## src/rtl/dram_bist.sv

```systemverilog
// dram_bist: writes a selectable pattern to every DRAM page through the controller FIFOs, then
// reads each page back and checks it. Define DRAM_BIST_FIRST_ERR_EN to build first-failure capture.
module dram_bist #(
    parameter int LOG_DRAM_SIZE   = 10,
    parameter int PAGE_LEN        = 32,
    parameter int LOG_ADDR_SIZE   = LOG_DRAM_SIZE - $clog2(PAGE_LEN),
    parameter int LOG_REQ_SIZE    = 1 + LOG_ADDR_SIZE,
    parameter int MAX_OUTSTANDING = 4,
    parameter int ERR_CNT_W       = 8
) (
    input  logic                     clk,
    input  logic                     rst,
    input  logic                     start,
    input  logic [1:0]               mode,
    output logic                     frq_write_en,
    output logic [LOG_REQ_SIZE-1:0]  frq_write_data,
    input  logic                     frq_full,
    output logic                     fout_write_en,
    output logic [PAGE_LEN-1:0]      fout_write_data,
    input  logic                     fout_full,
    output logic                     fin_read_en,
    input  logic [PAGE_LEN-1:0]      fin_read_data,
    input  logic                     fin_empty,
    output logic                     busy,
    output logic                     done,
    output logic                     error,
    output logic [ERR_CNT_W-1:0]     err_count,
    output logic [LOG_ADDR_SIZE-1:0] first_err_addr,
    output logic [PAGE_LEN-1:0]      first_err_data
);

    localparam int                     OUT_W     = $clog2(MAX_OUTSTANDING + 1);
    localparam logic [OUT_W-1:0]       MAX_OUT   = OUT_W'(MAX_OUTSTANDING);
    localparam logic [LOG_ADDR_SIZE-1:0] LAST_PAGE = '1;

    typedef enum logic [1:0] {IDLE, WRITE, READ, DONE} state_t;

    function automatic logic [PAGE_LEN-1:0] pattern(input logic [1:0] m,
                                                    input logic [LOG_ADDR_SIZE-1:0] a);
        logic [PAGE_LEN-1:0] p0;
        logic [PAGE_LEN-1:0] one;
        p0  = PAGE_LEN'(a);
        one = PAGE_LEN'(1);
        case (m)
            2'd0:    return p0;
            2'd1:    return ~p0;
            2'd2:    return one << (int'(a) % PAGE_LEN);
            default: return a[0] ? {PAGE_LEN/2{2'b10}} : {PAGE_LEN/2{2'b01}};
        endcase
    endfunction

    state_t                   state_q, state_d;
    logic [1:0]               mode_q, mode_d;
    logic [LOG_ADDR_SIZE-1:0] wa_q, wa_d;
    logic [LOG_ADDR_SIZE:0]   ra_q, ra_d;
    logic [LOG_ADDR_SIZE-1:0] ca_q, ca_d;
    logic [OUT_W-1:0]         outst_q, outst_d;
    logic                     error_q, error_d;
    logic [ERR_CNT_W-1:0]     err_count_q, err_count_d;

    logic wr_issue;
    logic rd_issue;
    logic pop;
    logic mismatch;
    logic start_accept;

    always_comb begin
        // NOTE: every signal gets a default before any branch so no latch is inferred.
        state_d      = state_q;
        mode_d       = mode_q;
        wa_d         = wa_q;
        ra_d         = ra_q;
        ca_d         = ca_q;
        outst_d      = outst_q;
        error_d      = error_q;
        err_count_d  = err_count_q;

        start_accept = ((state_q == IDLE) || (state_q == DONE)) && start;
        wr_issue     = (state_q == WRITE) && !frq_full && !fout_full;
        rd_issue     = (state_q == READ) && !ra_q[LOG_ADDR_SIZE] && (outst_q < MAX_OUT) && !frq_full;
        pop          = (state_q == READ) && !fin_empty && (outst_q != '0);
        mismatch     = pop && (fin_read_data != pattern(mode_q, ca_q));

        case (state_q)
            IDLE, DONE: begin
                if (start_accept) begin
                    state_d     = WRITE;
                    mode_d      = mode;
                    wa_d        = '0;
                    ra_d        = '0;
                    ca_d        = '0;
                    outst_d     = '0;
                    error_d     = 1'b0;
                    err_count_d = '0;
                end
            end
            WRITE: begin
                if (wr_issue) begin
                    wa_d = wa_q + LOG_ADDR_SIZE'(1);
                    if (wa_q == LAST_PAGE) state_d = READ;
                end
            end
            READ: begin
                if (rd_issue) ra_d = ra_q + (LOG_ADDR_SIZE + 1)'(1);
                if (rd_issue && !pop)      outst_d = outst_q + OUT_W'(1);
                else if (!rd_issue && pop) outst_d = outst_q - OUT_W'(1);
                if (pop) begin
                    ca_d = ca_q + LOG_ADDR_SIZE'(1);
                    if (ca_q == LAST_PAGE) state_d = DONE;
                end
                if (mismatch) begin
                    error_d = 1'b1;
                    if (err_count_q != '1) err_count_d = err_count_q + ERR_CNT_W'(1);
                end
            end
            default: state_d = IDLE;
        endcase
    end

    always_ff @(posedge clk or posedge rst) begin
        if (rst) begin
            state_q     <= IDLE;
            mode_q      <= '0;
            wa_q        <= '0;
            ra_q        <= '0;
            ca_q        <= '0;
            outst_q     <= '0;
            error_q     <= 1'b0;
            err_count_q <= '0;
        end else begin
            state_q     <= state_d;
            mode_q      <= mode_d;
            wa_q        <= wa_d;
            ra_q        <= ra_d;
            ca_q        <= ca_d;
            outst_q     <= outst_d;
            error_q     <= error_d;
            err_count_q <= err_count_d;
        end
    end

    // The request FIFO is shared: WRITE pushes write requests, READ pushes read requests.
    assign frq_write_en    = wr_issue || rd_issue;
    assign frq_write_data  = (state_q == WRITE) ? LOG_REQ_SIZE'({wa_q, 1'b1})
                                                : LOG_REQ_SIZE'({ra_q[LOG_ADDR_SIZE-1:0], 1'b0});
    assign fout_write_en   = wr_issue;
    assign fout_write_data = pattern(mode_q, wa_q);
    assign fin_read_en     = pop;
    assign busy            = (state_q == WRITE) || (state_q == READ);
    assign done            = (state_q == DONE);
    assign error           = error_q;
    assign err_count       = err_count_q;

`ifdef DRAM_BIST_FIRST_ERR_EN
    logic [LOG_ADDR_SIZE-1:0] first_err_addr_q, first_err_addr_d;
    logic [PAGE_LEN-1:0]      first_err_data_q, first_err_data_d;

    always_comb begin
        first_err_addr_d = first_err_addr_q;
        first_err_data_d = first_err_data_q;
        if (start_accept) begin
            first_err_addr_d = '0;
            first_err_data_d = '0;
        end else if (mismatch && !error_q) begin
            first_err_addr_d = ca_q;
            first_err_data_d = fin_read_data;
        end
    end

    always_ff @(posedge clk or posedge rst) begin
        if (rst) begin
            first_err_addr_q <= '0;
            first_err_data_q <= '0;
        end else begin
            first_err_addr_q <= first_err_addr_d;
            first_err_data_q <= first_err_data_d;
        end
    end

    assign first_err_addr = first_err_addr_q;
    assign first_err_data = first_err_data_q;
`else
    assign first_err_addr = '0;
    assign first_err_data = '0;
`endif

endmodule

```

## config.mk

```make
export PLATFORM = sky130hd
export DESIGN_NAME = dram_bist
export DESIGN_NICKNAME = d
export VERILOG_FILES = /design/src/rtl/dram_bist.sv
export SDC_FILE = /design/constraint.sdc
export NUM_CORES = 1
export LEC_CHECK = 0
export ABC_AREA = 1
export BUFFER_PORTS_ARGS = -buffer_cell sky130_fd_sc_hd__buf_2
export CAP_MARGIN = 20
export CORE_MARGIN = 1
export CORE_UTILIZATION = 50
export DETAILED_ROUTE_END_ITERATION = 10
export PLACE_DENSITY = 0.8
export SETUP_SLACK_MARGIN = 0.02
export SYNTH_ARGS = -nofsm -noshare
export SYNTH_HDL_FRONTEND = slang
export SYNTH_SLANG_ARGS = --single-unit
```

## constraint.sdc

```tcl
create_clock -name clk -period 2.9 [get_ports clk]
set_input_delay 0.29 -clock clk [delete_from_list [all_inputs] [get_ports clk]]
set_output_delay 0.29 -clock clk [all_outputs]
set_load 0.01 [all_outputs]
```

# Word level (Yosys, flattened, before mapping)
# Index checks and enable logic that the tools add are counted.
totals:
  reg_bits: 32
  inputBits: 40
  output_inout_bits: 89
  wordCells: 101
classes:
  addsub: 6
  magnitude_cmp: 1
  eq_ne: 18
  n_shift: 2
  mux: 30
  bitwise_logic: 2
  reduce_logical: 34
ops:
  columns: ["op", "count"]
  rows:
  - ["$pmux 32 s3", 2]
  - ["$mux 32", 2]
  - ["$not 5->32", 2]
  - ["$shl 1x5->32 const A", 2]
  - ["$ne 32x32->1", 1]
  - ["$mux 8", 3]
  - ["$pmux 5 s2", 2]
  - ["$mux 6", 3]
  - ["$pmux 8 s2", 1]
  - ["$mux 5", 3]
  - ["$reduce_and 3->1", 5]
  - ["$pmux 6 s2", 1]
  - ["$logic_and 1x1->1", 11]
  - ["$add 5x1->5 const B", 2]
  - ["$eq 5x5->1 const B", 2]
  - ["$mux 2", 5]
  - ["$ne 2x2->1 const B", 5]
  - ["$mux 3", 3]
  - ["$add 8x1->8 const B", 1]
  - ["$ne 8x8->1 const B", 1]
  - ["$add 6x1->6 const B", 1]
  - ["$eq 2x2->1 const B", 3]
  - ["$logic_not 1->1", 6]
  - ["$ne 2x1->1 const B", 3]
  - ["other kinds (17)", 23]

# Longest topological paths before layout
depth:
  word_depth: 9
  depth_mapped: 20
  ltp_nobuf: 19

# Worst setup path before layout
# Ideal clock, no wire load.
synth_path:
  path_kind: "register to register"
  from: "register state_q[0]"
  to: "register ra_q[4]"
  setup_time_ns: 0.135
  arrival_time_ns: 1.923
  required_ns: 2.765
  path_slack_ns: 0.842
  stages_incl_launch_ff: 12
  n_path_buf: 0
  synth_period_minus_slack_ns: 2.058
  path_cell_list: "dfrtp_1 > inv_1 > ha_1 > inv_2 > nor4_1 > inv_1 > a21oi_2 > inv_1 > nor3_1 > inv_1 > nor3_1 > nor3_1"
synth_between:
  elab_chain_cells: 6
  elab_cells_between_ends: 14
  classes_between: "eq/ne (4); mux (1); reduce/logical (9)"
synth_rtl:
  columns: ["element", "line_no", "rtl"]
  rows:
  - ["start: declaration", "52", "state_t state_q, state_d;"]
  - ["start signal: assignment", "131", "state_q <= state_d;"]
  - ["$eq 2x2->1", "80, 84", null]
  - ["$logic_and 1x1->1 (3 in a row)", "80", "rd_issue = (state_q == READ) && !ra_q[LOG_ADDR_SIZE] && (outst_q < MAX_OUT) && !frq_full;"]
  - ["$ne 2x2->1 (no source line)", null, null]
  - ["$reduce_and 3->1 (no source line)", null, null]
  - ["end signal: assignment", "134", "ra_q <= ra_d;"]
  - ["end: declaration", "55", "logic [LOG_ADDR_SIZE:0] ra_q, ra_d;"]
# Several ways; a longest one is shown, not always the timed one.
# A chain may end at the register's enable or synchronous reset.

# Worst setup path after layout
layout_path:
  from: "register mode_q[0]"
  to: "register err_count_q[6], in the netlist err_count[6]"
layout_between:
  elab_chain_cells: 6
  elab_cells_between_ends: 8
  classes_between: "eq/ne (4); mux (1); reduce/logical (3)"
layout_rtl:
  columns: ["element", "line_no", "rtl"]
  rows:
  - ["start: declaration", "53", "logic [1:0] mode_q, mode_d;"]
  - ["start signal: assignment", "132", "mode_q <= mode_d;"]
  - ["$eq 2x2->1 (tied with other cells)", "44", "case (m)"]
  - ["$pmux 32 s3 (*)", "44", null]
  - ["$ne 32x32->1 (*)", "82", "mismatch = pop && (fin_read_data != pattern(mode_q, ca_q));"]
  - ["$logic_and 1x1->1 (*)", "82", null]
  - ["$ne 2x2->1 (no source line) (*)", null, null]
  - ["$reduce_and 4->1 (no source line) (*)", null, null]
  - ["end signal: assignment", "138", "err_count_q <= err_count_d;"]
  - ["end: declaration", "59", "logic [ERR_CNT_W-1:0] err_count_q, err_count_d;"]
# Mark *: on every way between the ends. The rest lies on a longest branch, timed or not.

==> qor.yml <==
firstDrtPassIters: 5
clock_sinks: 32
instances_no_fill: 843
grt_pass1_vias: 4027
antenna_found_initial: 0
coreArea_sq_um: 7730
seqCellArea_sq_um: 801
die_y_um: 91.2
grt_overflow_total: 0
synth_area_leaders: "dfrtp_1, nand2_1, nand3_1, inv_1, buf_4"
cts_buffer_depth: 2
synth_top_cells_by_count: "nand2_1, inv_1, nand3_1, nor2_1, o21ai_0"
timing.final.crit_share_pct: 88.8
r2r_start: "mode_q[0]"
row_count: 32
cts.htree.levels: 2
cp-endpoint: "err_count[6]"
antennaDiodeCount: 0
place_hpwl_um: 7940
synth_top_area_cell: "dfrtp_1"
routed_wl_um: 10500
yosysUniqueCellTypes: 41
worst_slack_ns: 0.324
fmaxAchievable_mhz: 388
cts_buffers: 5
worstSetupStartpointType: "register"
via_per_inst: 5.41
synth.cell_area_sq_um: 3980
period_minus_slack_ns: 2.58
nets: 801
ir_worst_vdd_mv: 0.730
syn_area_per_cell_sq_um: 6.02
ys_seq_area_share_pct: 20.1
final.setup_skew_ns: 0.00968
required_ns: 3.12
die_w_um: 91.2
place_congestion: 0.920
num_io_pins: 129
synth_enable_flop_cells: 0
post_cts_buffers: 0
ys.flop_type: "dfrtp_1"
tns_ns: 0
synth_top_area_share_pct: 20.1
initial_utilization_pct: 51.4
slew_viol_final: 0
rr_worst_depth: 17
grt_pass1_wl_um: 17500
crit_path_top_delay_cell: "dfrtp_1"
reg2reg_slack_ns: 0.32
ys_seq_elements: 32
grt_util_all_layers_pct: 25.2
max_stage_delay_ns: 0.52
multi_input_area_sq_um: 2590
drive_gt1_share_pct: 17.1
path_common_cell: "nand2_1"
crit_path_max_fanout: 18
die_area_sq_um: 8310
outcome: "complete, no violations"
cp-end-kind: "register"
netlist_instances: 660
timing.rr.end: "err_count[6]"
relSlewSlack_pct: 54.4
utilization_pct: 57.5
arrival_ns: 2.80
drtIter0Drc: 288
pre_cts_ws_ns: 0.344
cp.buffers_inverters: 1
area_growth_pct: 11.8
yosysMostFrequentCell: "nand2_1"
crit_type: "register to register"
hold_viol: 0
crit_family: "simple AND/OR/NAND/NOR gates"
remaining_drc_errors: 0
crit_chain: "inv_6 -> nand2_4 -> nor2_4 -> nand2_1 -> nand3_1 -> nand2_1 -> nand2_1 -> nand3_1 -> nor2_1 -> nand2_1 -> nor2_1 -> nand2_1 -> nand3_2 -> nand2_4 -> nand2_4 -> nand2_1 -> nand2_1"
clock-root-buffer: "clkbuf_8"
final_antenna_net_count: 0
clk_pin_slew_ns: 0.07
dr_total_vias: 4559
maxCapViolations: 0
dp.cells: 835
worst_slew_pin_slew_ns: 0.681
port_buffers: 91
totalPowerFinal_mw: 3.75
rsz0062_at_grt: "false"
cp_num_cells: 17
power_density_nw_per_um2: 844
wl_per_cell_um: 12.5
fillCellCount: 790
critPathLaunch: "mode_q[0]"
p_leak_nw: 2.48
hp-class: "input port to asynchronous set/reset pin"
async_flop_share_pct: 100
setup_violations: 0
clk_latency_ns: 0.29
cts_tree: "yes"
ys_warn_count: 0
grt_max_degree: 37
==> cell usage in the layout (no fill, tap or decap), types with 2 or more instances in the layout <==
cell type	count
a21oi_1	13
a22oi_1	2
buf_2	91
buf_4	4
clkbuf_8	6
clkinv_2	2
conb_1	37
dfrtp_1	32
ha_1	20
inv_1	79
inv_2	7
nand2_1	191
nand2_2	2
nand2_4	4
nand3_1	64
nand3b_1	9
nand4_1	33
nor2_1	56
nor2_4	2
nor3_1	18
nor3b_1	3
o21ai_0	41
o22ai_1	5
o31ai_1	2
xor2_1	3
==> cell families (layout without fill, tap and decap cells) <==
| family | count (synthesis) | after routing | synth area share, % |
|---|---|---|---|
| buf+inv | 146 | 191 | 18.3 |
| compound gates | 68 | 68 | 9.38 |
| flops | 32 | 32 | 20.1 |
| xor+xnor | 3 | 3 | 0.661 |
| simple gates | 389 | 389 | 44.6 |
| fa+ha+maj | 21 | 21 | 6.80 |
| other cells | 1 | 37 | 0.0943 |
==> worst register-to-register path, cell delays in order, from the launching register on <==
cell,delay (ns)
dfrtp_1,0.52
inv_6,0.25
nand2_4,0.12
nor2_4,0.32
nand2_1,0.15
nand3_1,0.10
nand2_1,0.06
nand2_1,0.05
nand3_1,0.07
nor2_1,0.13
nand2_1,0.08
nor2_1,0.10
nand2_1,0.11
nand3_2,0.10
nand2_4,0.10
nand2_4,0.12
nand2_1,0.06
nand2_1,0.06
==> worst min-delay path by stage <==
stage                     cells past startpoint           end  slack, ns
after detailed placement                      3  err_count[5]       0.39
after CTS                                     3  err_count[3]       0.09
after global placement                        3    outst_q[0]       0.39
after global routing                          3  err_count[3]       0.11
final                                         3    state_q[1]       0.07
after floorplan                               1       ca_q[0]       0.41
==> where the power goes <==
part | leakage, nW | switching, mW | internal, mW
sequential | 0.433 | 0.149 | 0.534
combinational | 1.99 | 1.77 | 0.944
clock | 0.0510 | 0.166 | 0.189
==> through the flow <==
step	instance area, sq um	hold slack [ns]
detailed placement	4350	0.390
floorplan	4110	0.406
finish	4450	0.0657
global route	4450	0.112
global placement	4350	0.387
CTS	4440	0.0856
==> layer usage <==
layer,vias up,track usage (%),wire [um]
met4,0,7.01,89
met3,14,3.77,667
met5,-,0,0
met2,184,43.8,5130
li1,2241,-,-
met1,2120,32.4,4630
==> sequential cells by signal, indices dropped and copies added, names as in the netlist <==
name	count
ca_q	5
err_count	8
error	1
mode_q	2
outst_q	3
ra_q	6
state_q	2
wa_q	5
==> cell type report <==
type / instances / share of cell area [%]
sequential: 32 / 18.0
clock inverter: 2 / 0.225
clock buffer: 6 / 1.86
multi-input combinational: 518 / 58.2
timing repair buffer: 96 / 11.4
inverter: 87 / 7.46
tap: 102 / 2.87
==> repair_timing <==
action,CTS,global route
resized for setup,0,1
endpoints found under the setup margin,0,1
hold buffers,0,0
Power figures use the tool's default switching activity.
